## src/rtl/shiftright_grs_pipe_if.sv

```systemverilog
// ---------------------------------------------------------------------------
// shiftright_grs_pipe_if
//
// Bundle of the streaming ports of the GRS right shifter.
//   in_valid / in_ready   : input handshake, beat accepted on both high
//   in_data               : mantissa to shift (WIDTH bits)
//   in_nshift             : right-shift amount (SHW bits)
//   out_valid / out_ready : output handshake, beat transferred on both high
//   out_data              : shifted mantissa, zero-filled from the MSB
//   out_guard             : first bit shifted out below the mantissa LSB
//   out_round             : second bit shifted out below the mantissa LSB
//   out_sticky            : OR of every bit shifted out below the round bit
//
// Modports:
//   slave  : the shifter itself
//   master : the producer/consumer environment driving the shifter
// ---------------------------------------------------------------------------
interface shiftright_grs_pipe_if #(
    parameter int WIDTH = 24,
    parameter int SHW   = 5
) ();

    logic             in_valid;
    logic             in_ready;
    logic [WIDTH-1:0] in_data;
    logic [SHW-1:0]   in_nshift;
    logic             out_valid;
    logic             out_ready;
    logic [WIDTH-1:0] out_data;
    logic             out_guard;
    logic             out_round;
    logic             out_sticky;

    modport slave (
        input  in_valid,
        input  in_data,
        input  in_nshift,
        input  out_ready,
        output in_ready,
        output out_valid,
        output out_data,
        output out_guard,
        output out_round,
        output out_sticky
    );

    modport master (
        output in_valid,
        output in_data,
        output in_nshift,
        output out_ready,
        input  in_ready,
        input  out_valid,
        input  out_data,
        input  out_guard,
        input  out_round,
        input  out_sticky
    );

endinterface

```

## src/rtl/shiftright_grs_pipe.sv

```systemverilog
// ---------------------------------------------------------------------------
// shiftright_grs_pipe
//
// Pipelined logarithmic right shifter producing an aligned mantissa plus the
// guard, round and sticky bits consumed by the rounding stage.
//
// Every beat travels as an extended word {data, g, r} with a separate sticky
// flag.  Stage k shifts right by 2^(SHW-1-k) when the matching shift-amount
// bit is set (largest step first), ORing every bit that falls off below r
// into sticky.  One register stage per shift-amount bit, so the latency is
// SHW cycles; each stage has its own valid flag so bubbles compact under
// backpressure and the pipeline sustains one beat per cycle.
//
// Ports:
//   clk  : clock, rising edge
//   rst  : synchronous active-high reset; drops every in-flight beat and
//          clears the output registers
//   bus  : shiftright_grs_pipe_if.slave (input/output handshakes and data)
//
// SHW must be at least 2.
// ---------------------------------------------------------------------------
module shiftright_grs_pipe #(
    parameter int WIDTH = 24,
    parameter int SHW   = 5
) (
    input  logic                  clk,
    input  logic                  rst,
    shiftright_grs_pipe_if.slave  bus
);

    // Extended word: mantissa followed by guard and round positions.
    localparam int EW = WIDTH + 2;

    // Shift an extended word right by amt; result is {shifted_word, lost}
    // where lost is the OR of every bit pushed out below position 0.  An
    // amount at or beyond EW clears the word and reports every bit as lost.
    function automatic logic [EW:0] shift_ext(input logic [EW-1:0] ext,
                                              input int unsigned   amt);
        logic [EW-1:0] one_v;
        logic [EW-1:0] mask_v;
        logic [EW-1:0] shifted_v;
        logic          lost_v;
        one_v     = {{(EW-1){1'b0}}, 1'b1};
        mask_v    = (one_v << amt) - one_v;
        shifted_v = ext >> amt;
        lost_v    = |(ext & mask_v);
        return {shifted_v, lost_v};
    endfunction

    // Stage registers.  nsh_r only exists for stages that feed another
    // stage; the last stage has no shift bits left to consume.
    logic [SHW-1:0]            valid_r;
    logic [SHW-1:0][EW-1:0]    ext_r;
    logic [SHW-1:0]            sticky_r;
    logic [SHW-2:0][SHW-1:0]   nsh_r;

    // Per-stage source (upstream register or module input) and next value.
    logic [SHW-1:0]            ready_s;
    logic [SHW-1:0]            src_valid_s;
    logic [SHW-1:0][EW-1:0]    src_ext_s;
    logic [SHW-1:0]            src_sticky_s;
    logic [SHW-1:0][SHW-1:0]   src_nsh_s;
    logic [SHW-1:0][EW-1:0]    nxt_ext_s;
    logic [SHW-1:0]            nxt_sticky_s;

    // Stage k's source is stage k-1; stage 0 takes the input beat with
    // g, r and sticky cleared.
    assign src_valid_s  = {valid_r[SHW-2:0], bus.in_valid};
    assign src_ext_s    = {ext_r[SHW-2:0], {bus.in_data, 2'b00}};
    assign src_sticky_s = {sticky_r[SHW-2:0], 1'b0};
    assign src_nsh_s    = {nsh_r[SHW-2:0], bus.in_nshift};

    // Stage k may load when it is empty or when every stage from k to the
    // output is full and the consumer is taking the head beat.  Written as
    // a suffix-AND of valid flags so there is no path from in_valid.
    always_comb begin
        logic tail_full_v;
        ready_s     = '0;
        tail_full_v = 1'b1;
        for (int k = SHW - 1; k >= 0; k--) begin
            tail_full_v = tail_full_v & valid_r[k];
            ready_s[k]  = bus.out_ready | ~tail_full_v;
        end
    end

    // Conditional 2^(SHW-1-k) shift of each stage's source beat.
    always_comb begin
        logic [EW:0] shift_v;
        nxt_ext_s    = '0;
        nxt_sticky_s = '0;
        shift_v      = '0;
        for (int k = 0; k < SHW; k++) begin
            shift_v = shift_ext(src_ext_s[k], 32'd1 << (SHW - 1 - k));
            if (src_nsh_s[k][SHW-1-k]) begin
                nxt_ext_s[k]    = shift_v[EW:1];
                nxt_sticky_s[k] = src_sticky_s[k] | shift_v[0];
            end else begin
                nxt_ext_s[k]    = src_ext_s[k];
                nxt_sticky_s[k] = src_sticky_s[k];
            end
        end
    end

    // Stage valid flags and payload registers; payload loads only when a
    // beat actually advances into the stage.
    always_ff @(posedge clk) begin
        if (rst) begin
            valid_r  <= '0;
            ext_r    <= '0;
            sticky_r <= '0;
            nsh_r    <= '0;
        end else begin
            for (int k = 0; k < SHW; k++) begin
                if (ready_s[k]) begin
                    valid_r[k] <= src_valid_s[k];
                    if (src_valid_s[k]) begin
                        ext_r[k]    <= nxt_ext_s[k];
                        sticky_r[k] <= nxt_sticky_s[k];
                    end
                end
            end
            for (int k = 0; k < SHW - 1; k++) begin
                if (ready_s[k] && src_valid_s[k]) begin
                    nsh_r[k] <= src_nsh_s[k];
                end
            end
        end
    end

    // Outputs come straight from the last stage registers.
    assign bus.in_ready   = ready_s[0];
    assign bus.out_valid  = valid_r[SHW-1];
    assign bus.out_data   = ext_r[SHW-1][EW-1:2];
    assign bus.out_guard  = ext_r[SHW-1][1];
    assign bus.out_round  = ext_r[SHW-1][0];
    assign bus.out_sticky = sticky_r[SHW-1];

    shiftright_grs_pipe_chk #(
        .WIDTH (WIDTH)
    ) u_chk (
        .clk        (clk),
        .rst        (rst),
        .out_valid  (bus.out_valid),
        .out_ready  (bus.out_ready),
        .out_data   (bus.out_data),
        .out_guard  (bus.out_guard),
        .out_round  (bus.out_round),
        .out_sticky (bus.out_sticky)
    );

endmodule

// ---------------------------------------------------------------------------
// shiftright_grs_pipe_chk
//
// Protocol properties of the shifter output port: a stalled beat is held
// unchanged, and reset empties the output.
//   clk, rst                 : as for the shifter
//   out_valid .. out_sticky  : shifter output port, observed only
// ---------------------------------------------------------------------------
module shiftright_grs_pipe_chk #(
    parameter int WIDTH = 24
) (
    input logic             clk,
    input logic             rst,
    input logic             out_valid,
    input logic             out_ready,
    input logic [WIDTH-1:0] out_data,
    input logic             out_guard,
    input logic             out_round,
    input logic             out_sticky
);

    // A beat refused by the consumer stays valid and unchanged.
    property p_stall_hold;
        @(posedge clk) disable iff (rst)
            (out_valid && !out_ready) |=>
                (out_valid && $stable(out_data) && $stable(out_guard) &&
                 $stable(out_round) && $stable(out_sticky));
    endproperty
    a_stall_hold: assert property (p_stall_hold);

    // Reset leaves no beat at the output.
    property p_reset_empty;
        @(posedge clk) rst |=> !out_valid;
    endproperty
    a_reset_empty: assert property (p_reset_empty);

endmodule

```

## src/flat_wrapper.sv

```systemverilog
// flat-port wrapper written by rule: the top's interface ports become plain ports
module shiftright_grs_pipe_flat 
#(
    parameter int WIDTH = 24,
    parameter int SHW   = 5
)
  (clk, rst, bus_in_valid, bus_in_data, bus_in_nshift, bus_out_ready, bus_in_ready, bus_out_valid, bus_out_data, bus_out_guard, bus_out_round, bus_out_sticky);
  shiftright_grs_pipe_if #(.WIDTH(WIDTH), .SHW(SHW)) bus_i ();
  input  logic clk;
  input  logic rst;
  input wire logic [$bits(bus_i.in_valid)-1:0] bus_in_valid;
  input wire logic [$bits(bus_i.in_data)-1:0] bus_in_data;
  input wire logic [$bits(bus_i.in_nshift)-1:0] bus_in_nshift;
  input wire logic [$bits(bus_i.out_ready)-1:0] bus_out_ready;
  output wire logic [$bits(bus_i.in_ready)-1:0] bus_in_ready;
  output wire logic [$bits(bus_i.out_valid)-1:0] bus_out_valid;
  output wire logic [$bits(bus_i.out_data)-1:0] bus_out_data;
  output wire logic [$bits(bus_i.out_guard)-1:0] bus_out_guard;
  output wire logic [$bits(bus_i.out_round)-1:0] bus_out_round;
  output wire logic [$bits(bus_i.out_sticky)-1:0] bus_out_sticky;
  assign bus_i.in_valid = bus_in_valid;
  assign bus_i.in_data = bus_in_data;
  assign bus_i.in_nshift = bus_in_nshift;
  assign bus_i.out_ready = bus_out_ready;
  assign bus_in_ready = bus_i.in_ready;
  assign bus_out_valid = bus_i.out_valid;
  assign bus_out_data = bus_i.out_data;
  assign bus_out_guard = bus_i.out_guard;
  assign bus_out_round = bus_i.out_round;
  assign bus_out_sticky = bus_i.out_sticky;
  shiftright_grs_pipe #(.WIDTH(WIDTH), .SHW(SHW)) u_core (.clk(clk), .rst(rst), .bus(bus_i));
endmodule
```

## config.mk

```make
export PLATFORM = sky130hd
export DESIGN_NAME = shiftright_grs_pipe_flat
export DESIGN_NICKNAME = d
export VERILOG_FILES = /design/src/rtl/shiftright_grs_pipe_if.sv /design/src/rtl/shiftright_grs_pipe.sv /design/src/flat_wrapper.sv
export SDC_FILE = /design/constraint.sdc
export NUM_CORES = 1
export LEC_CHECK = 0
export BUFFER_PORTS_ARGS = -buffer_cell sky130_fd_sc_hd__buf_2
export CAP_MARGIN = 20
export CORE_ASPECT_RATIO = 1.4
export CORE_MARGIN = 4
export CORE_UTILIZATION = 30
export CTS_CLUSTER_DIAMETER = 120
export DETAILED_ROUTE_END_ITERATION = 7
export GPL_TIMING_DRIVEN = 1
export PLACE_DENSITY = 0.52
export SLEW_MARGIN = 30
export SYNTH_ARGS = -nofsm -noshare
export SYNTH_HDL_FRONTEND = slang
export SYNTH_SLANG_ARGS = --single-unit
```

## constraint.sdc

```tcl
create_clock -name clk -period 3 [get_ports clk]
set_input_delay 0.15 -clock clk [delete_from_list [all_inputs] [get_ports clk]]
set_output_delay 0.15 -clock clk [all_outputs]
set_load 0.01 [all_outputs]
```

==> flow_metrics.env <==
export IMPL_status="complete, no violations"
export IMPL_utilization_pct=34.9
export IMPL_coreArea_sq_um=23300
export IMPL_grt_pass1_wl_um=27400
export IMPL_p_sw_mw=1.10
export IMPL_peakVddDrop_mv=0.419
export IMPL_antenna_found_initial=0
export IMPL_p_int_mw=3.67
export IMPL_slew_headroom_pct=48.1
export IMPL_die_x_um=138
export IMPL_fmax_mhz=481
export IMPL_clockBufferDepth=2
export IMPL_io_pin_count=62
export IMPL_p_leak_nw=2.91
export IMPL_met3WireLength_um=517
export IMPL_clkTransAtPathRegs_ns=0.06
export IMPL_areaGrowthSynthToFinish_pct=14.4
export IMPL_clkPwrFrac_pct=47.6
export IMPL_drt_pass1_iterations=4
export IMPL_synthTopCellsByCount="dfxtp_1 (150), mux2i_1 (130), a21oi_1 (90)"
export IMPL_synth_edf_count=0
export IMPL_r2r_start="u_core.valid_r[4]"
export IMPL_dp_hpwl_um=11200
export IMPL_slew_violations=0
export IMPL_fin_cells=1043
export IMPL_worst_path_largest_cell_delay_ns=0.59
export IMPL_startpoint_type="register"
export IMPL_tns_ns=0
export IMPL_drt_initial_drc_count=283
export IMPL_power_density_nw_per_um2=587
export IMPL_nets=757
export IMPL_grtUsageTotal_pct=12.6
export IMPL_drc=0
export IMPL_r2r_end="u_core.sticky_r[2]"
export IMPL_grt_max_degree=58
export IMPL_m1WireLength_um=7900
export IMPL_cpLargestDelayFamily="simple AND/OR/NAND/NOR gates"
export IMPL_critPathKind="register to output pin"
export IMPL_synth_seq_cells=150
export IMPL_synth_largest_area_cell="dfxtp_1"
export IMPL_rsz0062_at_grt="no"
export IMPL_synthCells=718
export IMPL_combPwrFrac_pct=7.6
export IMPL_hold_class="primary input to register"
export IMPL_start_util_pct=30.5
export IMPL_yosysWarnings=0
export IMPL_overflow=0
export IMPL_postRouteAntennaNets=0
export IMPL_finalWorstPathRequiredPeriod_ns=2.08
export IMPL_maxCapViolCount=0
export IMPL_hold_depth=3
export IMPL_drt_wl_total_um=16200
export IMPL_portBuffers=61
export IMPL_gp_congestion=0.740
export IMPL_cp_max_fo=12
export IMPL_die_area_sq_um=26200
export IMPL_pwr_share_seq_pct=44.8
export IMPL_htree_levels=4
export IMPL_vias=5252
export IMPL_vias_per_cell=5.04
export IMPL_yosysMostFrequentCell="dfxtp_1"
export IMPL_dp_cells=1005
export IMPL_cts_num_sinks=150
export IMPL_avgSynthCellArea_sq_um=9.90
export IMPL_cts_root_buf="clkbuf_16"
export IMPL_syn_cell_area_sq_um=7110
export IMPL_diodes=0
export IMPL_worstPathRequired_ns=2.85
export IMPL_worstSkewPairLatency_ns=0.42
export IMPL_min_to="u_core.ext_r[21]"
export IMPL_synthArstFlopShare_pct=0
export IMPL_finClkSkew_ns=0.00820
export IMPL_hp_start="bus_in_data[19]"
export IMPL_setup_viol=0
export IMPL_p_total_mw=4.77
export IMPL_rows=66
export IMPL_synth_flop_cell="dfxtp_1"
export IMPL_top_layer="met4"
export IMPL_cts_made_buffers=17
export IMPL_hold_viol=0
export IMPL_cts_tree="yes"
export IMPL_syn_nets=751
export IMPL_crit_slowest_cell="and4b_1"
export IMPL_end_kind="output pin"
export IMPL_worst_pin_slew_ns=0.778
export IMPL_ys_seq_area_share_pct=42.3
export IMPL_wl_per_cell_um=15.5
export IMPL_fin_crit_sh_pct=69.3
export IMPL_worstPathArrival_ns=1.93
export IMPL_ys_types=37
export IMPL_drive_above_1_share_pct=19.0
export IMPL_worst_path_buf_inv=1
export IMPL_synth_area_top_cells="dfxtp_1 (42%), mux2i_1 (18%), a21oi_1 (6.3%), a211oi_1 (5.5%), o211a_1 (3.7%)"
export IMPL_grt_pass1_vias=5158
export IMPL_synth_top_area_share_pct=42.3
export IMPL_worstPathCellList="and4b_1, nand3_1, buf_2"
export IMPL_wl_met2_um=7500
export IMPL_reg2reg_slack_ns=1.18
export IMPL_die_h_um=190
export IMPL_cts_resized=0
export IMPL_ff2ff_path_depth=4
export IMPL_p_sw_share_pct=23.1
worst max-delay path by stage:
stage          slack (ns)  depth (start not counted)               from                 end
4_1_cts              0.92                          3  u_core.valid_r[4]        bus_in_ready
2_1_floorplan        1.70                          5  u_core.valid_r[4]    u_core.ext_r[54]
5_1_grt              0.81                          3  u_core.valid_r[4]        bus_in_ready
3_5_place_dp         1.20                          4  u_core.valid_r[4]     u_core.ext_r[3]
3_3_place_gp         1.22                          4  u_core.valid_r[4]  u_core.sticky_r[2]
6_report             0.92                          3  u_core.valid_r[4]        bus_in_ready
flip-flops by register name, summed over array words and instances, names as in the netlist:
| name | cells |
|---|---|
| u_core.ext_r | 104 |
| u_core.bus.out_data | 24 |
| u_core.nsh_r | 10 |
| u_core.sticky_r | 5 |
| u_core.valid_r | 5 |
| u_core.bus.out_guard | 1 |
| u_core.bus.out_round | 1 |
power by group through the flow:
stage / Clock, mW / Combinational, mW / Sequential (mW)
global placement: 0 / 0.357 / 2.18
CTS: 2.32 / 0.365 / 2.14
detailed placement: 0 / 0.357 / 2.18
global route: 2.41 / 0.404 / 2.15
floorplan: 0 / 0.286 / 2.15
finish: 2.27 / 0.360 / 2.14
layout make-up:
class                           instances  area (sq um)
Clock buffer                           20           457
Clock inverter                         12           175
Fill cell                            2433         15200
Inverter                                8          30.0
Multi-Input combinational cell        459          3540
Sequential cell                       150          3000
Tap cell                              306           383
Timing Repair Buffer                   88           538
worst register-to-register path, stage by stage, from the launching register on:
cell,delay (ns)
dfxtp_1,0.40
and4b_1,0.59
nor2_2,0.20
buf_4,0.28
a311oi_1,0.26
timing repair:
action,CTS,global route
endpoints found under the hold margin,6,0
buffers inserted,0,0
setup endpoints to repair,0,0
hold buffers,6,0
metrics by stage:
| stage | instance area, sq um | worst slack (ns) | hold slack [ns] |
|---|---|---|---|
| 2_1_floorplan | 7110 | 1.70 | 0.292 |
| 3_3_place_gp | 7430 | 1.22 | 0.408 |
| 3_5_place_dp | 7430 | 1.20 | 0.415 |
| 4_1_cts | 8130 | 0.916 | 0.00161 |
| 5_1_grt | 8130 | 0.805 | 0.0231 |
| 6_report | 8130 | 0.921 | 0.0161 |
layer usage:
| metal | GRT usage (%) | up-vias |
|---|---|---|
| met5 | 0 | - |
| met4 | 4.56 | 0 |
| met3 | 2.46 | 21 |
| met2 | 20.2 | 89 |
| met1 | 16.8 | 2457 |
| li1 | - | 2685 |
cells by family (layout without fill, tap and decap cells):
kind of cell           after synthesis  after routing  synth area share, %
AOI/OAI and AO/OA                  235            235                 23.7
buffers and inverters              109            128                 8.19
DFF                                150            150                 42.3
muxes                              130            130                 18.3
and+or+nand+nor                     94             94                 7.52
placed cells by master (no fill, tap or decap), drive strengths merged, types with 2 or more instances in the layout:
| cell | count |
|---|---|
| dfxtp | 150 |
| mux2i | 130 |
| a21oi | 90 |
| buf | 82 |
| a211oi | 72 |
| nand2 | 39 |
| o211ai | 26 |
| o211a | 26 |
| nand3b | 25 |
| clkbuf | 20 |
| o21ai | 11 |
| inv | 9 |
| nand4b | 8 |
| nand3 | 7 |
| dlygate4sd3 | 6 |
| nor2 | 5 |
| bufinv | 4 |
| clkinv | 4 |
| nor4 | 3 |
| clkinvlp | 3 |
| or4 | 2 |
| a311oi | 2 |
| a31oi | 2 |
Power figures use the tool's default switching activity.
